**src/rtl/ppcm_writer_nexys3.sv**
```systemverilog
// Parallel PCM word writer: two 16-bit word-program cycles per 32-bit write,
// with status polling, error clear and return to read-array mode.
module ppcm_writer_nexys3 #(
  parameter int CLK_FREQ  = 100,
  parameter int ADDR_BITS = 24,
  parameter int MAX_POLL  = 4096
) (
  input  logic                   clk,
  input  logic                   rst,
  input  logic                   cs,
  input  logic [ADDR_BITS-1:2]   addr,
  input  logic [31:0]            din,
  output logic                   busy,
  output logic                   ack,
  output logic                   err,
  output logic [7:0]             status,
  output logic                   pcm_ce_n,
  output logic                   pcm_rst_n,
  output logic                   pcm_oe_n,
  output logic                   pcm_we_n,
  output logic [ADDR_BITS-1:1]   pcm_addr,
  input  logic [15:0]            pcm_din,
  output logic [15:0]            pcm_dout
);

  localparam int C_INIT = 1 + CLK_FREQ * 100000 / 1000;
  localparam int C_WP   = 1 + CLK_FREQ * 50 / 1000;
  localparam int C_WPH  = 1 + CLK_FREQ * 30 / 1000;
  localparam int C_RD   = 1 + CLK_FREQ * 115 / 1000;
  localparam int C_MAX  = (C_INIT > C_RD + C_WPH) ? C_INIT : C_RD + C_WPH;
  localparam int CW     = $clog2(C_MAX + 1);
  localparam int PW     = $clog2(MAX_POLL + 1);

  typedef logic [CW-1:0] cnt_t;
  typedef logic [PW-1:0] poll_t;

  localparam cnt_t  INIT_END  = cnt_t'(C_INIT - 1);
  localparam cnt_t  WR_ACT    = cnt_t'(C_WP);
  localparam cnt_t  WR_END    = cnt_t'(C_WP + C_WPH - 1);
  localparam cnt_t  RD_ACT    = cnt_t'(C_RD);
  localparam cnt_t  RD_LAST   = cnt_t'(C_RD - 1);
  localparam cnt_t  RD_END    = cnt_t'(C_RD + C_WPH - 1);
  localparam poll_t POLL_LAST = poll_t'(MAX_POLL - 1);

  typedef enum logic [2:0] {
    S_INIT, S_IDLE, S_CMD, S_DATA,
    S_POLL, S_CLR, S_RA, S_DONE
  } state_t;

  state_t                 state_q, state_d;
  cnt_t                   cnt_q, cnt_d;
  poll_t                  poll_q, poll_d;
  logic                   half_q, half_d;
  logic                   err_q, err_d;
  logic                   ack_q, ack_d;
  logic [7:0]             status_q, status_d;
  logic [ADDR_BITS-1:2]   addr_q, addr_d;
  logic [31:0]            din_q, din_d;
  logic                   ce_n_q, ce_n_d;
  logic                   oe_n_q, oe_n_d;
  logic                   we_n_q, we_n_d;
  logic [15:0]            dout_q, dout_d;
  logic                   rst_n_q;
  logic                   st_bad;
  logic                   unused_hi;

  assign unused_hi = ^pcm_din[15:8];
  assign st_bad    = status_q[4] | status_q[3] | status_q[1];

  function automatic logic is_wr(input state_t s);
    return (s == S_CMD) || (s == S_DATA) ||
           (s == S_CLR) || (s == S_RA);
  endfunction

  always_comb begin
    state_d  = state_q;
    cnt_d    = cnt_q + 1'b1;
    poll_d   = poll_q;
    half_d   = half_q;
    err_d    = err_q;
    ack_d    = 1'b0;
    status_d = status_q;
    addr_d   = addr_q;
    din_d    = din_q;
    unique case (state_q)
      S_INIT: begin
        if (cnt_q == INIT_END) begin
          state_d = S_IDLE;
          cnt_d   = '0;
        end
      end
      S_IDLE: begin
        cnt_d = '0;
        if (cs) begin
          addr_d  = addr;
          din_d   = din;
          err_d   = 1'b0;
          half_d  = 1'b0;
          poll_d  = '0;
          state_d = S_CMD;
        end
      end
      S_CMD, S_DATA, S_CLR, S_RA: begin
        if (cnt_q == WR_END) begin
          cnt_d = '0;
          if (state_q == S_CMD)  state_d = S_DATA;
          if (state_q == S_DATA) state_d = S_POLL;
          if (state_q == S_CLR)  state_d = S_RA;
          if (state_q == S_RA)   state_d = S_DONE;
        end
      end
      S_POLL: begin
        if (cnt_q == RD_LAST) status_d = pcm_din[7:0];
        if (cnt_q == RD_END) begin
          cnt_d = '0;
          if (!status_q[7]) begin
            if (poll_q == POLL_LAST) begin
              err_d   = 1'b1;
              state_d = S_CLR;
            end else begin
              poll_d = poll_q + 1'b1;
            end
          end else if (st_bad) begin
            err_d   = 1'b1;
            state_d = S_CLR;
          end else if (!half_q) begin
            half_d  = 1'b1;
            poll_d  = '0;
            state_d = S_CMD;
          end else begin
            state_d = S_RA;
          end
        end
      end
      S_DONE: begin
        ack_d   = 1'b1;
        cnt_d   = '0;
        state_d = S_IDLE;
      end
      default: begin
        cnt_d   = '0;
        state_d = S_INIT;
      end
    endcase

    // Strobes and data are derived from the next state so the registered
    // pins line up exactly with the state/counter they belong to.
    ce_n_d = 1'b1;
    oe_n_d = 1'b1;
    we_n_d = 1'b1;
    dout_d = dout_q;
    if (is_wr(state_d)) begin
      if (cnt_d < WR_ACT) begin
        ce_n_d = 1'b0;
        we_n_d = 1'b0;
      end
      unique case (state_d)
        S_CMD:   dout_d = 16'h0040;
        S_DATA:  dout_d = half_d ? din_d[31:16] : din_d[15:0];
        S_CLR:   dout_d = 16'h0050;
        default: dout_d = 16'h00FF;
      endcase
    end
    if (state_d == S_POLL && cnt_d < RD_ACT) begin
      ce_n_d = 1'b0;
      oe_n_d = 1'b0;
    end
  end

  always_ff @(posedge clk) begin
    rst_n_q <= ~rst;
    if (rst) begin
      state_q  <= S_INIT;
      cnt_q    <= '0;
      poll_q   <= '0;
      half_q   <= 1'b0;
      err_q    <= 1'b0;
      ack_q    <= 1'b0;
      status_q <= 8'h00;
      addr_q   <= '0;
      din_q    <= '0;
      ce_n_q   <= 1'b1;
      oe_n_q   <= 1'b1;
      we_n_q   <= 1'b1;
      dout_q   <= 16'h0000;
    end else begin
      state_q  <= state_d;
      cnt_q    <= cnt_d;
      poll_q   <= poll_d;
      half_q   <= half_d;
      err_q    <= err_d;
      ack_q    <= ack_d;
      status_q <= status_d;
      addr_q   <= addr_d;
      din_q    <= din_d;
      ce_n_q   <= ce_n_d;
      oe_n_q   <= oe_n_d;
      we_n_q   <= we_n_d;
      dout_q   <= dout_d;
    end
  end

  assign busy      = (state_q != S_IDLE);
  assign ack       = ack_q;
  assign err       = err_q;
  assign status    = status_q;
  assign pcm_ce_n  = ce_n_q;
  assign pcm_oe_n  = oe_n_q;
  assign pcm_we_n  = we_n_q;
  assign pcm_rst_n = rst_n_q;
  assign pcm_addr  = {addr_q, half_q};
  assign pcm_dout  = dout_q;

endmodule

```
**config.mk**
```make
export PLATFORM = sky130hd
export DESIGN_NAME = ppcm_writer_nexys3
export DESIGN_NICKNAME = d
export VERILOG_FILES = /design/src/rtl/ppcm_writer_nexys3.sv
export SDC_FILE = /design/constraint.sdc
export NUM_CORES = 1
export LEC_CHECK = 0
export CAP_MARGIN = 20
export CORE_ASPECT_RATIO = 2
export CORE_MARGIN = 4
export CORE_UTILIZATION = 49
export DETAILED_ROUTE_END_ITERATION = 6
export GPL_TIMING_DRIVEN = 0
export PLACE_DENSITY = 0.82
export SYNTH_ARGS = -nofsm -noshare
export SYNTH_HDL_FRONTEND = slang
export SYNTH_SLANG_ARGS = --single-unit
```
**constraint.sdc**
```tcl
create_clock -name clk -period 2.9 [get_ports clk]
set_input_delay 0.58 -clock clk [delete_from_list [all_inputs] [get_ports clk]]
set_output_delay 0.58 -clock clk [all_outputs]
set_load 0.01 [all_outputs]
```
-- Yosys cells after proc, flatten, opt, wreduce, memory -nomap -nowiden
Cells that the tools add are included.
- register bits after elaboration: 115
- input port bits: 73
- output and inout bits: 54
- word-level logic and storage cells: 102
- $add $sub $neg: 2
- $lt $le $gt $ge: 2
- eq/ne operators: 25
- mux-type cells: 44
- bitwise operators: 3
- reductions and logical operators: 12
- operators with widths (operator ; number):
    two-way mux 13 bit ; 6
    two-way mux 32 bit ; 2
    one-hot mux 14 bit (4 select lines) ; 1
    one-hot mux 16 bit (3 select lines) ; 1
    equality test 14 x 4 -> 1 bit (second input constant) ; 3
    two-way mux 14 bit ; 3
    two-way mux 3 bit ; 12
    one-hot mux 13 bit (2 select lines) ; 1
    equality test 3 bit (second input constant) ; 7
    two-way mux 16 bit ; 1
    inequality test 3 bit (second input constant) ; 5
    one-hot mux 3 bit (5 select lines) ; 1
    adder 14 x 1 -> 14 bit (second input constant) ; 1
    equality test 14 bit (second input constant) ; 1
    < comparator 14 x 3 -> 1 bit (second input constant) ; 1
    < comparator 14 x 4 -> 1 bit (second input constant) ; 1
    two-way mux 1 bit ; 14
    adder 13 x 1 -> 13 bit (second input constant) ; 1
    equality test 13 x 12 -> 1 bit (second input constant) ; 1
    equality test 3 x 2 -> 1 bit (second input constant) ; 4
    AND reduction 6 bit ; 1
    AND reduction 5 bit ; 1
    inequality test 2 bit (second input constant) ; 2
    one-hot mux 1 bit (2 select lines) ; 2
    other kinds (11) ; 15

-- Depth between registers and ports, before layout
Gate-level depths: netlist of the first run.
- depth in word-level cells: 13
- depth in mapped cells: 10
- gate-level depth less buffers: 9

-- Worst setup path before layout of the first run
OpenSTA, ideal clock, no wires.
- kind: reg-to-reg
- start: register cnt_q[0]
- end: register ce_n_q (netlist: pcm_ce_n)
- library setup time: 115 ps
- arrival: 2534 ps
- data required time: 2785 ps
- setup slack: 252 ps
- stages on the path, launching flop included: 10
- buffers on the path: 1
- clock period less this slack: 2648 ps
- path through: dfxtp_1 ha_1 clkbuf_1 inv_1 or2_1 or4b_1 a2111oi_2 a31oi_1 or3_1 o21a_1
- word-level cells in the longest chain between the ends: 9
- elaborated cells between the ends (all ways): 26
- those cells by class: add/sub: 1; order compare: 2; eq/ne: 8; mux: 11; reduce/logical: 4
- RTL lines (item ; line ; text):
    start, declared ; 51 ; cnt_t cnt_q, cnt_d;
    start signal, assigned ; 188 ; cnt_q <= cnt_d;
    branches (longest 8 deep; another with adder 14 x 1 -> 14 bit) ; -- ;
    two-way mux 1 bit * ; 164 ; if (state_d == S_POLL && cnt_d < RD_ACT) begin
    end signal, assigned ; 196 ; ce_n_q <= ce_n_d;
    end, declared ; 59 ; logic ce_n_q, ce_n_d;
Every way passes the cells marked *.
A chain may end at the register's enable or synchronous reset.

-- Worst setup path after layout of the first run
- start: register cnt_q[1]
- end: register ce_n_q (netlist: pcm_ce_n)
The elaborated chain is that of the path after synthesis.

==> results of run 1 <==
[repair_timing]
action	in CTS	in global routing
resized for setup	2	5
setup endpoints to repair	3	14
hold buffers	0	0
cloned	0	0
[critical path, cell delays in order (launching register included)]
cell and delay (ns):
dfxtp_1 0.38, ha_1 0.21, clkbuf_4 0.22, inv_1 0.08, or2_1 0.27, or4b_1 0.53
a2111oi_4 0.38, a31oi_1 0.14, or3_1 0.37, o21a_1 0.12
[final cells by class]
class | instances | area, um^2 | area share [%]
clock inverters | 12 | 155 | 2.20
multi-input cells | 437 | 2580 | 36.5
clock buffers | 20 | 457 | 6.46
repair buffers | 117 | 1170 | 16.6
well taps | 135 | 169 | 2.39
inverters | 22 | 82.6 | 1.17
flip-flops and latches | 115 | 2300 | 32.6
plain buffers | 36 | 153 | 2.16
[state kept, by name, indices dropped and copies added (netlist names)]
| name | flops |
|---|---|
| pcm_oe_n | 1 |
| ack | 1 |
| pcm_ce_n | 1 |
| din_q | 32 |
| pcm_rst_n | 1 |
| state_q | 3 |
| poll_q | 13 |
| addr_q | 22 |
| cnt_q | 14 |
| pcm_we_n | 1 |
| pcm_dout | 16 |
| status | 8 |
| err | 1 |
| half_q | 1 |
[per-stage QoR]
step	hold slack, ns	cell area, um^2	power (mW)
after global placement	0.442	6430	1.78
after CTS	0.454	7050	3.91
after detailed placement	0.447	6430	1.78
after global routing	0.473	7070	3.99
after floorplan	0.430	5090	1.67
final	0.451	7070	3.89
[metal layers]
layer	part of all wire, %	up-vias	GRT usage (%)
met5	0	-	0
met4	4.9	0	15.0
met3	5.0	58	6.16
met2	57	192	46.8
met1	33	2307	22.3
li1	-	2389	-
[kinds of logic (layout without fill, tap and decap cells)]
logic type,Yosys count,in the layout,synth area share [%]
fa+ha+maj,4,4,0.984
buf+inv,58,207,4.53
flops,115,115,45.3
simple gates,251,251,23.6
mux,21,21,4.18
compound gates,139,139,17.7
xor+xnor,22,22,3.79
[worst paths after layout]
check,slack (ns),end
setup / recovery,0.08,pcm_ce_n
hold / removal,0.45,addr_q[4]
setup reg to reg,0.08,pcm_ce_n
hold reg to reg,0.45,addr_q[4]
[layout by cell type, fill, tap and decap left out, types with 11 or more instances in the layout]
cell type	count
nand3_1	14
xor2_1	11
clkbuf_1	28
inv_1	21
xnor2_1	11
nor2_1	47
mux2i_1	19
clkbuf_16	17
a21oi_1	70
o21ai_0	19
nand2_1	127
clkdlybuf4s50_1	117
dfxtp_1	114
[power groups by stage]
stage	clock network, mW	registers, mW	logic (mW)
finish	2.14	1.59	0.162
global route	2.22	1.59	0.174
CTS	2.15	1.59	0.161
detailed placement	0	1.62	0.159
global placement	0	1.62	0.157
floorplan	0	1.62	0.0491
==> impl_metrics.py, run 1 <==
metrics = {
    "grt": {
        "grt_pass1_wl_um": 23700,
        "grt_max_degree": 17,
        "grt_antenna_before_repair": 0,
        "first_global_vias": 5181,
        "grt-ovfl-total": 0,
        "track_usage_pct": 24.8,
    },
    "cells_and_area": {
        "utilization_pct": 69.6,
        "drive_above_1_share_pct": 7.77,
        "layout.nets": 823,
        "fill_cells": 832,
        "diodes": 0,
        "stdcell_count": 894,
        "area_delta_synth_final_pct": 38.9,
    },
    "detailed_routing": {
        "drt_iter0_markers": 247,
        "drtPass1Iterations": 5,
        "drtAntennaViolNets": 0,
        "route.detailed.drc": 0,
        "via_count": 4946,
        "wl_per_cell_um": 16.4,
        "finalWirelength_um": 14700,
        "viasPerCell": 5.53,
    },
    "pwr": {
        "power_frac_clock_pct": 54.9,
        "p_int_mw": 3.07,
        "combPwrFrac_pct": 4.2,
        "pwr-share-seq_pct": 40.9,
        "p_leak_nw": 2.54,
        "switching_power_mw": 0.813,
        "p_sw_share_pct": 20.9,
        "ir_worst_vdd_mv": 0.549,
        "p_per_area_nw_per_um2": 550,
    },
    "worst_hold_path": {
        "min_path_cells": 2,
        "min_path_type": "reg2reg",
        "hold_start": "addr_q[4]",
    },
    "clocking": {
        "ctsLongestPathBuffers": 2,
        "cts.sinks": 115,
        "clkTransAtPathRegs_ns": 0.05,
        "postCtsSetupRepairBufs": 0,
        "cts_buffers": 17,
        "htreeDepth": 4,
        "cts_tree": "done",
        "clkLatencyLatePin_ns": 0.41,
        "cts-root-buf": "clkbuf_16",
    },
    "timing": {
        "worst_pin_slew_ns": 0.708,
        "timing.final.crit_share_pct": 97.4,
        "setup_viol": 0,
        "finalClockSkew_ns": 0.00771,
        "worst_slack_ns": 0.0766,
        "rsz0062_at_grt": "yes",
        "slew_viol_final": 0,
        "period_needed_ns": 2.82,
        "tns_ns": 0,
        "max_freq_ghz": 0.354,
        "relSlewSlack_pct": 52.4,
        "finalHoldViolCount": 0,
    },
    "yosys": {
        "synth-seq-cells": 115,
        "yosys_warnings": 0,
        "postSynthCellCount": 610,
        "syn_nets": 687,
        "syn_area_per_cell_um2": 8.34,
        "synthFlopType": "dfxtp_1",
        "netlist_area_um2": 5090,
        "synth_largest_area_cell": "dfxtp_1",
        "async_flop_share_pct": 0,
        "ys_top_cells_by_area": "dfxtp_1 (45%), nand2_1 (9.4%), a21oi_1 (6.9%)",
        "ys_top_cells_by_count": "nand2_1 (127), dfxtp_1 (115), a21oi_1 (70)",
        "yosysMostFrequentCell": "nand2_1",
        "synth.distinct_cells": 62,
        "synth_edf_count": 0,
        "synth_top_area_share_pct": 45.3,
        "seq_area_frac_synth_pct": 45.3,
    },
    "critical_path": {
        "r2r_cells": 9,
        "worstPathArrival_ns": 3.13,
        "critPathLaunch": "cnt_q[1]",
        "worstSetupPathType": "reg2reg",
        "crit_required_ns": 3.21,
        "crit_path_start_kind": "flip-flop",
        "r2r_start": "cnt_q[1]",
        "critPathCaptureType": "flip-flop",
        "critPathMaxFanout": 10,
    },
    "placed_design": {
        "numPortBuffers": 117,
        "dp.cells": 862,
        "globalplace.congestion": 0.900,
        "dp_hpwl_um": 11100,
        "place_ws_ns": -0.181,
    },
    "die": {
        "die_h_um": 152,
        "core_um2": 10100,
        "die_w_um": 80.1,
        "start_util_pct": 50.1,
        "ioPinCount": 127,
        "num_rows": 52,
        "fp.dieArea_um2": 12200,
    },
    "job": {
        "cap_violations": 0,
    },
    "run_status": {
        "status": "finished, final reports clean",
    },
}
Note: power is estimated with default switching activity, not from simulation.
==> inputs of run 2 (changes only) <==
- CORE_ASPECT_RATIO: 2 -> default
==> run 2 against run 1 <==
  * Die area fell by 0.81%
  * Largest cell class unchanged
  * Largest power group unchanged
  * Via count down 0.14%
  * Clock skew is essentially flat
  * First-iteration DRC count is 10% higher
  * Power grew 4.1%
  * Clock power rose by 7%
==> impl_metrics.py, run 2 (synthesis results as in run 1) <==
metrics = {
    "die": {
        "fp.dieArea_um2": 12100,
        "start_util_pct": 51.1,
        "core_um2": 9950,
        "die_h_um": 110,
        "ioPinCount": 127,
        "die_w_um": 110,
        "num_rows": 36,
    },
    "critical_path": {
        "critPathMaxFanout": 10,
        "worstSetupPathType": "reg2reg",
        "worstPathArrival_ns": 3.18,
        "crit_buf_inv": 2,
        "cp_top_family": "simple AND/OR/NAND/NOR gates",
        "crit_required_ns": 3.32,
        "critPathCaptureType": "flip-flop",
        "critPathLaunch": "cnt_q[1]",
        "slowest_delay_ns": 0.53,
        "crit_slowest_cell": "or4b_1",
        "r2r_start": "cnt_q[1]",
        "crit_path_start_kind": "flip-flop",
        "path_cells": "ha_1 > buf_2 > inv_1 > or2_1 > or4b_1 > a2111oi_4 > a31oi_1 > or3_1 > o21a_1",
    },
    "cells_and_area": {
        "final_common_cell": "nand2_1",
        "layout.nets": 824,
        "stdcell_count": 893,
        "final_cell_mix": "nand2_1 (127), clkdlybuf4s50_1 (117), dfxtp_1 (114)",
        "diodes": 0,
        "drive_above_1_share_pct": 8.03,
        "fill_cells": 730,
        "area_delta_synth_final_pct": 39.9,
        "top_register": "din_q",
        "largest_reg_flops": 32,
    },
    "timing": {
        "max_freq_ghz": 0.363,
        "setup_viol": 0,
        "finalHoldViolCount": 0,
        "holdWs_ns": 0.451,
        "relSlewSlack_pct": 54.1,
        "finalClockSkew_ns": 0.00813,
        "period_needed_ns": 2.75,
        "timing.final.crit_share_pct": 95.0,
        "rsz0062_at_grt": "no",
        "slew_viol_final": 0,
        "worst_pin_slew_ns": 0.679,
    },
    "detailed_routing": {
        "drt_iter0_markers": 272,
        "wl_met2_um": 7400,
        "drtPass1Iterations": 5,
        "via_count": 4939,
        "drtAntennaViolNets": 0,
        "route.detailed.drc": 0,
        "finalWirelength_um": 14400,
        "wl_per_cell_um": 16.1,
        "topRoutingLayerUsed": "met4",
        "met3WireLength_um": 841,
        "viasPerCell": 5.53,
        "wl_met1_um": 5750,
    },
    "clocking": {
        "cts_buffers": 17,
        "cts_tree": "done",
        "clkTransAtPathRegs_ns": 0.06,
        "clkLatencyLatePin_ns": 0.53,
        "ctsLongestPathBuffers": 2,
        "cts.sinks": 115,
        "cts-root-buf": "clkbuf_8",
        "ctsHoldBuffers": 0,
        "htreeDepth": 4,
    },
    "pwr": {
        "p_per_area_nw_per_um2": 569,
        "power.total_mw": 4.05,
        "p_leak_nw": 2.58,
        "ir_worst_vdd_mv": 0.388,
    },
    "grt": {
        "grt_antenna_before_repair": 0,
        "track_usage_pct": 24.5,
        "first_global_vias": 4924,
        "grt_max_degree": 17,
        "grt-ovfl-total": 0,
        "grt_pass1_wl_um": 23100,
    },
    "run_status": {
        "status": "finished, final reports clean",
    },
    "worst_hold_path": {
        "hold_start": "addr_q[23]",
        "min_path_type": "reg2reg",
    },
    "job": {
        "cap_violations": 0,
    },
    "placed_design": {
        "globalplace.congestion": 0.828,
        "dp.cells": 860,
        "dp_hpwl_um": 10300,
        "numPortBuffers": 117,
    },
}
-- run 2: cell count changes in the layout (fill, tap and decap cells not counted) --
cell,change
clkbuf_16,-1
clkinvlp_4,-5
clkinv_4,+3
clkbuf_4,-1
nor4_1,-1
clkinv_2,-2
buf_2,+1
nor4_2,+1
bufinv_16,+2
buf_4,+1
inv_6,+3
-- run 2: worst paths after layout --
check	endpoint	slack [ns]	cells past startpoint
hold / removal	addr_q[23]	0.45	2
setup reg to reg	pcm_ce_n	0.15	9
hold reg to reg	addr_q[23]	0.45	2
setup / recovery	pcm_ce_n	0.15	9
-- run 2: metal layers --
metal,GRT usage (%),up-vias
met2,42.3,181
met1,28.4,2316
met5,0,-
met4,10.7,0
met3,6.28,42
li1,-,2400
-- run 2: worst register-to-register path: cells and delay by family (launching register included) --
kind,cells,cell delay (ns)
AO/OA/AOI/OAI,3,0.61
adder cells (fa/ha/maj),1,0.19
AND/OR/NAND/NOR,3,1.15
flip-flops,1,0.37
buffers and inverters,2,0.34
-- run 2: cell type report --
| cell class | count | area, um^2 | area share (%) |
|---|---|---|---|
| Buffer | 36 | 150 | 2.11 |
| Clock buffer | 19 | 432 | 6.07 |
| Clock inverter | 13 | 220 | 3.09 |
| Inverter | 22 | 82.6 | 1.16 |
| Multi-Input combinational cell | 437 | 2580 | 36.3 |
| Sequential cell | 115 | 2300 | 32.4 |
| Tap cell | 133 | 166 | 2.34 |
| Timing Repair Buffer | 118 | 1180 | 16.6 |
-- run 2: timing repair --
| item | CTS | global route |
|---|---|---|
| resized for setup | 2 | 5 |
| endpoints found under the setup margin | 2 | 16 |
| endpoints found under the hold margin | 0 | 0 |
| buffers inserted | 0 | 1 |
| pin swaps | 0 | 1 |
-- run 2: power breakdown --
group	switching, mW	total [mW]	internal [mW]	leakage [nW]
Sequential	0.00412	1.59	1.59	0.927
Combinational	0.0683	0.162	0.0941	1.34
Clock	0.774	2.29	1.52	0.318
-- run 2: per-stage QoR --
stage | instance area, um^2 | worst slack, ns | TNS, ns | utilization (%)
after floorplan | 5090 | 0.252 | 0 | -
after global placement | 6420 | -0.191 | -1.10 | 64.5
after detailed placement | 6420 | -0.208 | -1.46 | 64.5
after CTS | 7090 | 0.0404 | 0 | 71.2
after global routing | 7120 | 0.0173 | 0 | 71.5
final | 7120 | 0.146 | 0 | 71.5
==> inputs of run 3 (changes only) <==
- CAP_MARGIN: 20 -> 30
==> results of run 3 <==
The final DEF is identical to that of run 2; final timing and power are the same.
